### src/rtl/score_pkg.sv
// Shared types and segment tables for the score/best display block.
package score_pkg;

    typedef enum logic [1:0] {IDLE, CONV, DONE} conv_state_t;
    typedef enum logic {SEL_SCORE, SEL_BEST} conv_sel_t;

    localparam logic [6:0] SEG_BLANK = 7'h7F;

    // Active-low {g,f,e,d,c,b,a} patterns for digits 0..9
    localparam logic [6:0] SEG_DIGIT [10] = '{
        7'h40, 7'h79, 7'h24, 7'h30, 7'h19,
        7'h12, 7'h02, 7'h78, 7'h00, 7'h10
    };

    function automatic logic [7:0] clamp_value(input logic [7:0] v, input logic [7:0] max_v);
        return (v > max_v) ? max_v : v;
    endfunction

endpackage

### src/rtl/score_display_seg7.sv
// Single-digit decimal to active-low 7-segment decoder; non-decimal codes blank.
module seg7
    import score_pkg::*;
(
    input  logic [3:0] digit,
    output logic [6:0] seg
);

    always_comb begin
        seg = SEG_BLANK;
        if (digit <= 4'd9) begin
            seg = SEG_DIGIT[digit];
        end
    end

endmodule

### src/rtl/score_display.sv
// Live score and best score on four 7-segment displays, sharing one
// sequential divide-by-ten converter; the best pair blinks after a new record.
module score_display
    import score_pkg::*;
#(
    parameter int BLINK_DIV = 25_000_000,
    parameter int MAX_SCORE = 99
) (
    input  logic       clk,
    input  logic       reset,
    input  logic       on,
    input  logic [7:0] score,
    output logic [6:0] hex0,
    output logic [6:0] hex1,
    output logic [6:0] hex2,
    output logic [6:0] hex3,
    output logic       new_best
);

    localparam int CW = (BLINK_DIV > 2) ? $clog2(BLINK_DIV) : 1;
    localparam logic [7:0] MAX_V = 8'(MAX_SCORE);

    logic [7:0]  score_c;
    logic [7:0]  score_q;
    logic        on_q;
    logic [7:0]  best;
    logic        end_evt;
    logic        start_evt;

    conv_state_t state;
    conv_sel_t   sel;
    logic [7:0]  src;
    logic [7:0]  lat;
    logic [3:0]  tens;
    logic [7:0]  score_done;
    logic [7:0]  best_done;
    logic [3:0]  score_t, score_o, best_t, best_o;

    logic [CW-1:0] blink_cnt;
    logic          phase;
    logic          blank;
    logic [6:0]    seg2, seg3;

    assign score_c   = clamp_value(score, MAX_V);
    assign end_evt   = on_q & ~on;
    assign start_evt = ~on_q & on;

    always_ff @(posedge clk or posedge reset) begin
        if (reset) begin
            score_q  <= '0;
            on_q     <= 1'b0;
            best     <= '0;
            new_best <= 1'b0;
        end else begin
            on_q <= on;
            if (on) begin
                score_q <= score_c;
            end
            if (end_evt && (score_q > best)) begin
                best     <= score_q;
                new_best <= 1'b1;
            end else if (start_evt) begin
                new_best <= 1'b0;
            end
        end
    end

    // Repeated subtraction: tens count ends in tens, remainder in src
    always_ff @(posedge clk or posedge reset) begin
        if (reset) begin
            state      <= IDLE;
            sel        <= SEL_SCORE;
            src        <= '0;
            lat        <= '0;
            tens       <= '0;
            score_done <= '0;
            best_done  <= '0;
            score_t    <= '0;
            score_o    <= '0;
            best_t     <= '0;
            best_o     <= '0;
        end else begin
            case (state)
                IDLE: begin
                    if (score_q != score_done) begin
                        src   <= score_q;
                        lat   <= score_q;
                        sel   <= SEL_SCORE;
                        tens  <= '0;
                        state <= CONV;
                    end else if (best != best_done) begin
                        src   <= best;
                        lat   <= best;
                        sel   <= SEL_BEST;
                        tens  <= '0;
                        state <= CONV;
                    end
                end
                CONV: begin
                    if (src >= 8'd10) begin
                        src  <= src - 8'd10;
                        tens <= tens + 4'd1;
                    end else begin
                        state <= DONE;
                    end
                end
                DONE: begin
                    if (sel == SEL_SCORE) begin
                        score_t    <= tens;
                        score_o    <= src[3:0];
                        score_done <= lat;
                    end else begin
                        best_t    <= tens;
                        best_o    <= src[3:0];
                        best_done <= lat;
                    end
                    state <= IDLE;
                end
                default: state <= IDLE;
            endcase
        end
    end

    always_ff @(posedge clk or posedge reset) begin
        if (reset) begin
            blink_cnt <= '0;
            phase     <= 1'b1;
        end else if (new_best) begin
            if (blink_cnt == CW'(BLINK_DIV - 1)) begin
                blink_cnt <= '0;
                phase     <= ~phase;
            end else begin
                blink_cnt <= blink_cnt + 1'b1;
            end
        end else begin
            blink_cnt <= '0;
            phase     <= 1'b1;
        end
    end

    assign blank = new_best & ~phase;

    seg7 u_seg0 (.digit(score_o), .seg(hex0));
    seg7 u_seg1 (.digit(score_t), .seg(hex1));
    seg7 u_seg2 (.digit(best_o),  .seg(seg2));
    seg7 u_seg3 (.digit(best_t),  .seg(seg3));

    assign hex2 = blank ? SEG_BLANK : seg2;
    assign hex3 = blank ? SEG_BLANK : seg3;

endmodule

### config.mk
export PLATFORM = sky130hd
export DESIGN_NAME = score_display
export DESIGN_NICKNAME = d
export VERILOG_FILES = /design/src/rtl/score_pkg.sv /design/src/rtl/score_display_seg7.sv /design/src/rtl/score_display.sv
export SDC_FILE = /design/constraint.sdc
export NUM_CORES = 1
export LEC_CHECK = 0
export BUFFER_PORTS_ARGS = -buffer_cell sky130_fd_sc_hd__clkbuf_2
export CAP_MARGIN = 10
export CORE_UTILIZATION = 55
export CTS_CLUSTER_SIZE = 40
export DETAILED_ROUTE_END_ITERATION = 12
export GPL_TIMING_DRIVEN = 0
export PLACE_DENSITY = 0.76
export SYNTH_ARGS = -nofsm -noshare
export SYNTH_HDL_FRONTEND = slang
export SYNTH_SLANG_ARGS = --single-unit
### constraint.sdc
create_clock -name clk -period 4 [get_ports clk]
set_clock_uncertainty 0.05 [all_clocks]
set_input_delay 0 -clock clk [delete_from_list [all_inputs] [get_ports clk]]
set_output_delay 0 -clock clk [all_outputs]
set_load 0.01 [all_outputs]
# Word level (Yosys, flattened, before mapping)
# Memories as Yosys holds them, arrays and structs flattened.
# Cells that the tools add are included.
# word_totals
ff_bits	99
romBits	448
elab_cells	100
n_memories	4
# op_classes
n_addsub	3
magnitude_cmp	11
n_eq_ne	9
muxes	35
bitwise_logic	11
n_reduce_logical	10
# memory_table
name	words	word_bits	rd	rd_clocked_by_memory_dff	write_ports	line	text
(name not given)	16	7	1	0	0	score_display_seg7.sv:12	seg = SEG_DIGIT[digit];
(name not given)	16	7	1	0	0	score_display_seg7.sv:12	
(name not given)	16	7	1	0	0	score_display_seg7.sv:12	
(name not given)	16	7	1	0	0	score_display_seg7.sv:12	
# op_table
cell	count
7-bit two-way mux	14
25-bit two-way mux	2
8-bit two-way mux	4
25-bit by 1-bit adder with 25-bit output (second input constant)	1
25-bit == test (second input constant)	1
5-bit greater-or-equal comparator (second input constant)	4
4-bit NOT with 5-bit output	4
4-bit <= comparator (second input constant)	4
8-bit != test	2
8-bit case mux with 2 select lines	1
4-bit two-way mux	3
8-bit by 4-bit greater-or-equal comparator with 1-bit output (second input constant)	1
8-bit by 7-bit > comparator with 1-bit output (second input constant)	1
8-bit > comparator	1
4-bit case mux with 2 select lines	1
2-bit AND reduction	4
8-bit by 4-bit subtractor with 8-bit output (second input constant)	1
1-bit two-way mux	6
2-bit two-way mux	3
2-bit nonzero test	3
4-bit by 1-bit adder with 4-bit output (second input constant)	1
2-bit != test (second input constant)	2
1-bit NOT	4
2-bit case mux with 2 select lines	1
other kinds (8)	10

# Logic depth before layout (Yosys ltp)
# logic_depth
ltp_word	6
mapped_depth	8
mapped_depth_nobuf	8

# Modules after synthesis
# A second synthesis with hierarchy kept.
# unflattened
cells_unflattened	558
area_unflattened_um2	5619.1
# modules_own_cells
module	n_inst	cells_each	area_each_um2	seq_area_each_um2
score_display	1	438	4793.3	2478.6
seg7	4	30	206.4	0.0

# Least setup slack after synthesis
# No wires, ideal clock.
# synth_timing
kind	register -> register
startpoint	register score_q[1]
endpoint	register best[0]
setup_time_ps	125
t_arrival_ps	1935
slack_ps	1891
path_stages_with_launch	8
period_less_slack_ps	2109
cell_sequence	dfrtp_1 > ha_1 > nor2b_1 > o21a_1 > o21ai_0 > a21oi_1 > o31ai_4 > mux2_2
# synth_between
elab_chain_cells	2
# synth_lines
item	line	text
from (decl)	score_display.sv:24	logic [7:0] score_q;
from (signal assigned)	score_display.sv:57	score_q <= score_c;
8-bit > comparator	score_display.sv:59	if (end_evt && (score_q > best)) begin
1-bit logical AND	score_display.sv:59	
to (signal assigned)	score_display.sv:60	best <= score_q;
to (decl)	score_display.sv:26	logic [7:0] best;
# No other way between the ends.
# A chain may end at the register's enable or synchronous reset.

# Worst setup path after layout
# layout_timing
startpoint	register score_q[1]
endpoint	register best[2]
# Same word-level chain as after synthesis.

==> impl_metrics.tcl <==
set metrics [dict create \
    clock_sink_count 99 \
    most_frequently_used_flop_master_after_synthesis "sky130_fd_sc_hd__dfrtp_1" \
    dp_slack_ps 1630 \
    post-cts-setup-buffer-count 0 \
    drt_first_iter_violations 148 \
    setup_ws_ps 1620 \
    startpoint_type "register" \
    cts-htree-levels 3 \
    drt_pass1_iterations 5 \
    cts_inserted_buffers 9 \
    peakVddDrop_v 0.000378 \
    start_util 0.575 \
    cts_resized 0 \
    gp_routability_congestion 0.923 \
    wire_length_of_the_first_global_routing_pass_um 18700 \
    criticalPathCategory "reg -> reg" \
    outcome "finished, final reports clean" \
    p_leak_nw 2.75 \
    postPlaceCellArea_um2 5750 \
    grt_start_max_net_pins 72 \
    clock.fmax_mhz 420 \
    reg2reg_slack_ps 1620 \
    final_cell_area_um2 6090 \
    synth_edf_count 0 \
    synth.net_count 581 \
    finalNonFillerCells 737 \
    die_w_um 101 \
    final_layout_size_suffix_gt1_frac 0.174 \
    place.port_buffers 39 \
    setup_viol 0 \
    avgRoutedWirePerCell_um 14.4 \
    post-synth-top-count-cell "sky130_fd_sc_hd__dfrtp_1" \
    cts.clk_slew.worst_paths_ps 90 \
    grt_setup_unrepaired "no" \
    drc 0 \
    power.density_cell_area_nw_per_um2 632 \
    utilization 0.652 \
    timing.final.hold_violations 0 \
    totalNegativeSetupSlack_ps 0 \
    post_synth_inst_count 539 \
    p_total_mw 3.85 \
    antenna-diode-count 0 \
    core-area_um2 9330 \
    final_nets 645 \
    io_pins 40 \
    cts_max_path_buffers 2 \
    top_cell_types_by_occurrence_after_synthesis "98 x sky130_fd_sc_hd__dfrtp_1, 65 x sky130_fd_sc_hd__nor2_1, 48 x sky130_fd_sc_hd__nand2_1" \
    overflow 0 \
    number_of_warnings_reported_in_the_yosys_synthesis_log 0 \
    rows 35 \
    die_area_um2 10100 \
    area_growth_pct 13.5 \
    final.fill_count 744 \
    finalCriticalPeriod_ps 2380 \
    final_wirelength_um 10600 \
    first_global_vias 3984 \
    final_min_period_over_clock_period 0.595 \
    drt-vias-per-instance 5.43 \
    postSynthRegisterBits 99 \
    grt_usage 0.235 \
    synth_async_sr_flop_share 1.00 \
    dpl.cell_count 708 \
    worst_path_arrival_time_ps 2580 \
    critPathCaptureType "register" \
    tritoncts "built" \
    die_h_um 101 \
    postSynthAreaPerCell_um2 9.95 \
    postRouteAntennaNets 0 \
    cp.required_ps 4200 \
    yosys.area.top_type_share 0.457 \
    antenna_found_initial 0 \
    post_synth_num_cell_types 53 \
    clk_latency_ps 360 \
    routed-via-count 4003 \
    yosys-top-cells-area "sky130_fd_sc_hd__dfrtp_1 46%, sky130_fd_sc_hd__ha_1 7.2%, sky130_fd_sc_hd__mux2_2 7.1%, sky130_fd_sc_hd__nor2_1 4.5%, sky130_fd_sc_hd__xnor2_1 4.2%" \
    drv_slew 0 \
    timing.max_cap.violations 0 \
    syn-cell-area_um2 5360 \
    yosysSeqAreaShare 0.462 \
    slew-limit-headroom 0.539 \
    slew_at_the_pin_closest_to_its_max_slew_limit_ps 692 \
    hold_path.class "in -> reg" \
    place.detailed.hpwl_um 7620 \
    clk_root_buf "sky130_fd_sc_hd__clkbuf_8" \
    synth.largest_area_cell "sky130_fd_sc_hd__dfrtp_1" \
    finalHoldWorstSlack_ps 7.80 \
    cp_max_fo 9 \
]
final timing paths:
path	start	to	cells after the start
worst max register to register	score_q[1]	best[2]	7
worst max-delay path	score_q[1]	best[2]	7
max in group asynchronous	reset	best_t[0]	4
min in group asynchronous	reset	score_q[4]	3
worst min register to register	new_best	phase	1
worst min-delay path	score[7]	score_q[1]	3
state kept, by name (all words and copies together) (netlist names), 2 cells and up:
signal / cells
score_done: 8
state: 2
blink_cnt: 25
lat: 8
score_q: 8
score_o: 4
best: 8
tens: 4
score_t: 4
best_done: 8
best_t: 4
src: 8
best_o: 4
area by class of cell:
| cell class | instances | area [µm²] | area share |
|---|---|---|---|
| multi-input cells | 392 | 2690 | 0.442 |
| flip-flops and latches | 99 | 2480 | 0.407 |
| repair buffers | 53 | 353 | 0.0580 |
| clock buffers | 15 | 176 | 0.0290 |
| well taps | 129 | 161 | 0.0265 |
| inverters | 31 | 119 | 0.0195 |
| plain buffers | 17 | 77.6 | 0.0127 |
| clock inverters | 1 | 30.0 | 0.00493 |
repair_timing:
item                                    in CTS  in global routing
endpoints found under the hold margin      107                  0
hold buffers                                13                  0
endpoints found under the setup margin       0                  0
metal layers:
metal | share of wire | global-route usage | up-vias | wire (µm)
li1 | - | - | 1973 | -
met4 | 0.016 | 0.0602 | 0 | 170
met5 | 0 | 0 | - | 0
met3 | 0.034 | 0.0555 | 14 | 361
met2 | 0.49 | 0.394 | 69 | 5210
met1 | 0.46 | 0.308 | 1947 | 4870
critical path, stage by stage (launching register included):
cell and delay [ps]:
sky130_fd_sc_hd__dfrtp_1 450, sky130_fd_sc_hd__ha_1 330, sky130_fd_sc_hd__nor2b_1 140, sky130_fd_sc_hd__o21a_1 160, sky130_fd_sc_hd__o21ai_0 150, sky130_fd_sc_hd__a21oi_1 120
sky130_fd_sc_hd__o31ai_4 460, sky130_fd_sc_hd__mux2_2 400
placed cells by master (no fill, tap or decap), types with 5 or more instances in the layout:
master	n
sky130_fd_sc_hd__inv_1	30
sky130_fd_sc_hd__xor2_1	14
sky130_fd_sc_hd__o21ai_0	30
sky130_fd_sc_hd__clkbuf_2	39
sky130_fd_sc_hd__nor2b_1	7
sky130_fd_sc_hd__dfrtp_1	98
sky130_fd_sc_hd__clkbuf_8	12
sky130_fd_sc_hd__clkbuf_1	15
sky130_fd_sc_hd__nand3_1	9
sky130_fd_sc_hd__ha_1	31
sky130_fd_sc_hd__nand2_1	48
sky130_fd_sc_hd__nor2_2	5
sky130_fd_sc_hd__xnor2_1	26
sky130_fd_sc_hd__mux2_2	34
sky130_fd_sc_hd__nor3_1	6
sky130_fd_sc_hd__nand2b_1	7
sky130_fd_sc_hd__mux2i_1	9
sky130_fd_sc_hd__dlygate4sd3_1	13
sky130_fd_sc_hd__nand4_1	10
sky130_fd_sc_hd__o22a_1	7
sky130_fd_sc_hd__nor2_1	65
sky130_fd_sc_hd__a22o_1	5
sky130_fd_sc_hd__a21oi_1	34
kinds of logic after synthesis:
kind of cell             synth area share
AND/OR/NAND/NOR                     0.156
multiplexers                       0.0882
buffers and inverters              0.0362
AO/OA/AOI/OAI                       0.120
flip-flops                          0.462
XOR/XNOR                           0.0653
adder cells (fa/ha/maj)            0.0723
power by group:
part           internal, mW  switching, mW
Clock                 0.342          0.318
Sequential             1.27          0.257
Combinational         0.755          0.911
(Power assumes the default switching activity.)
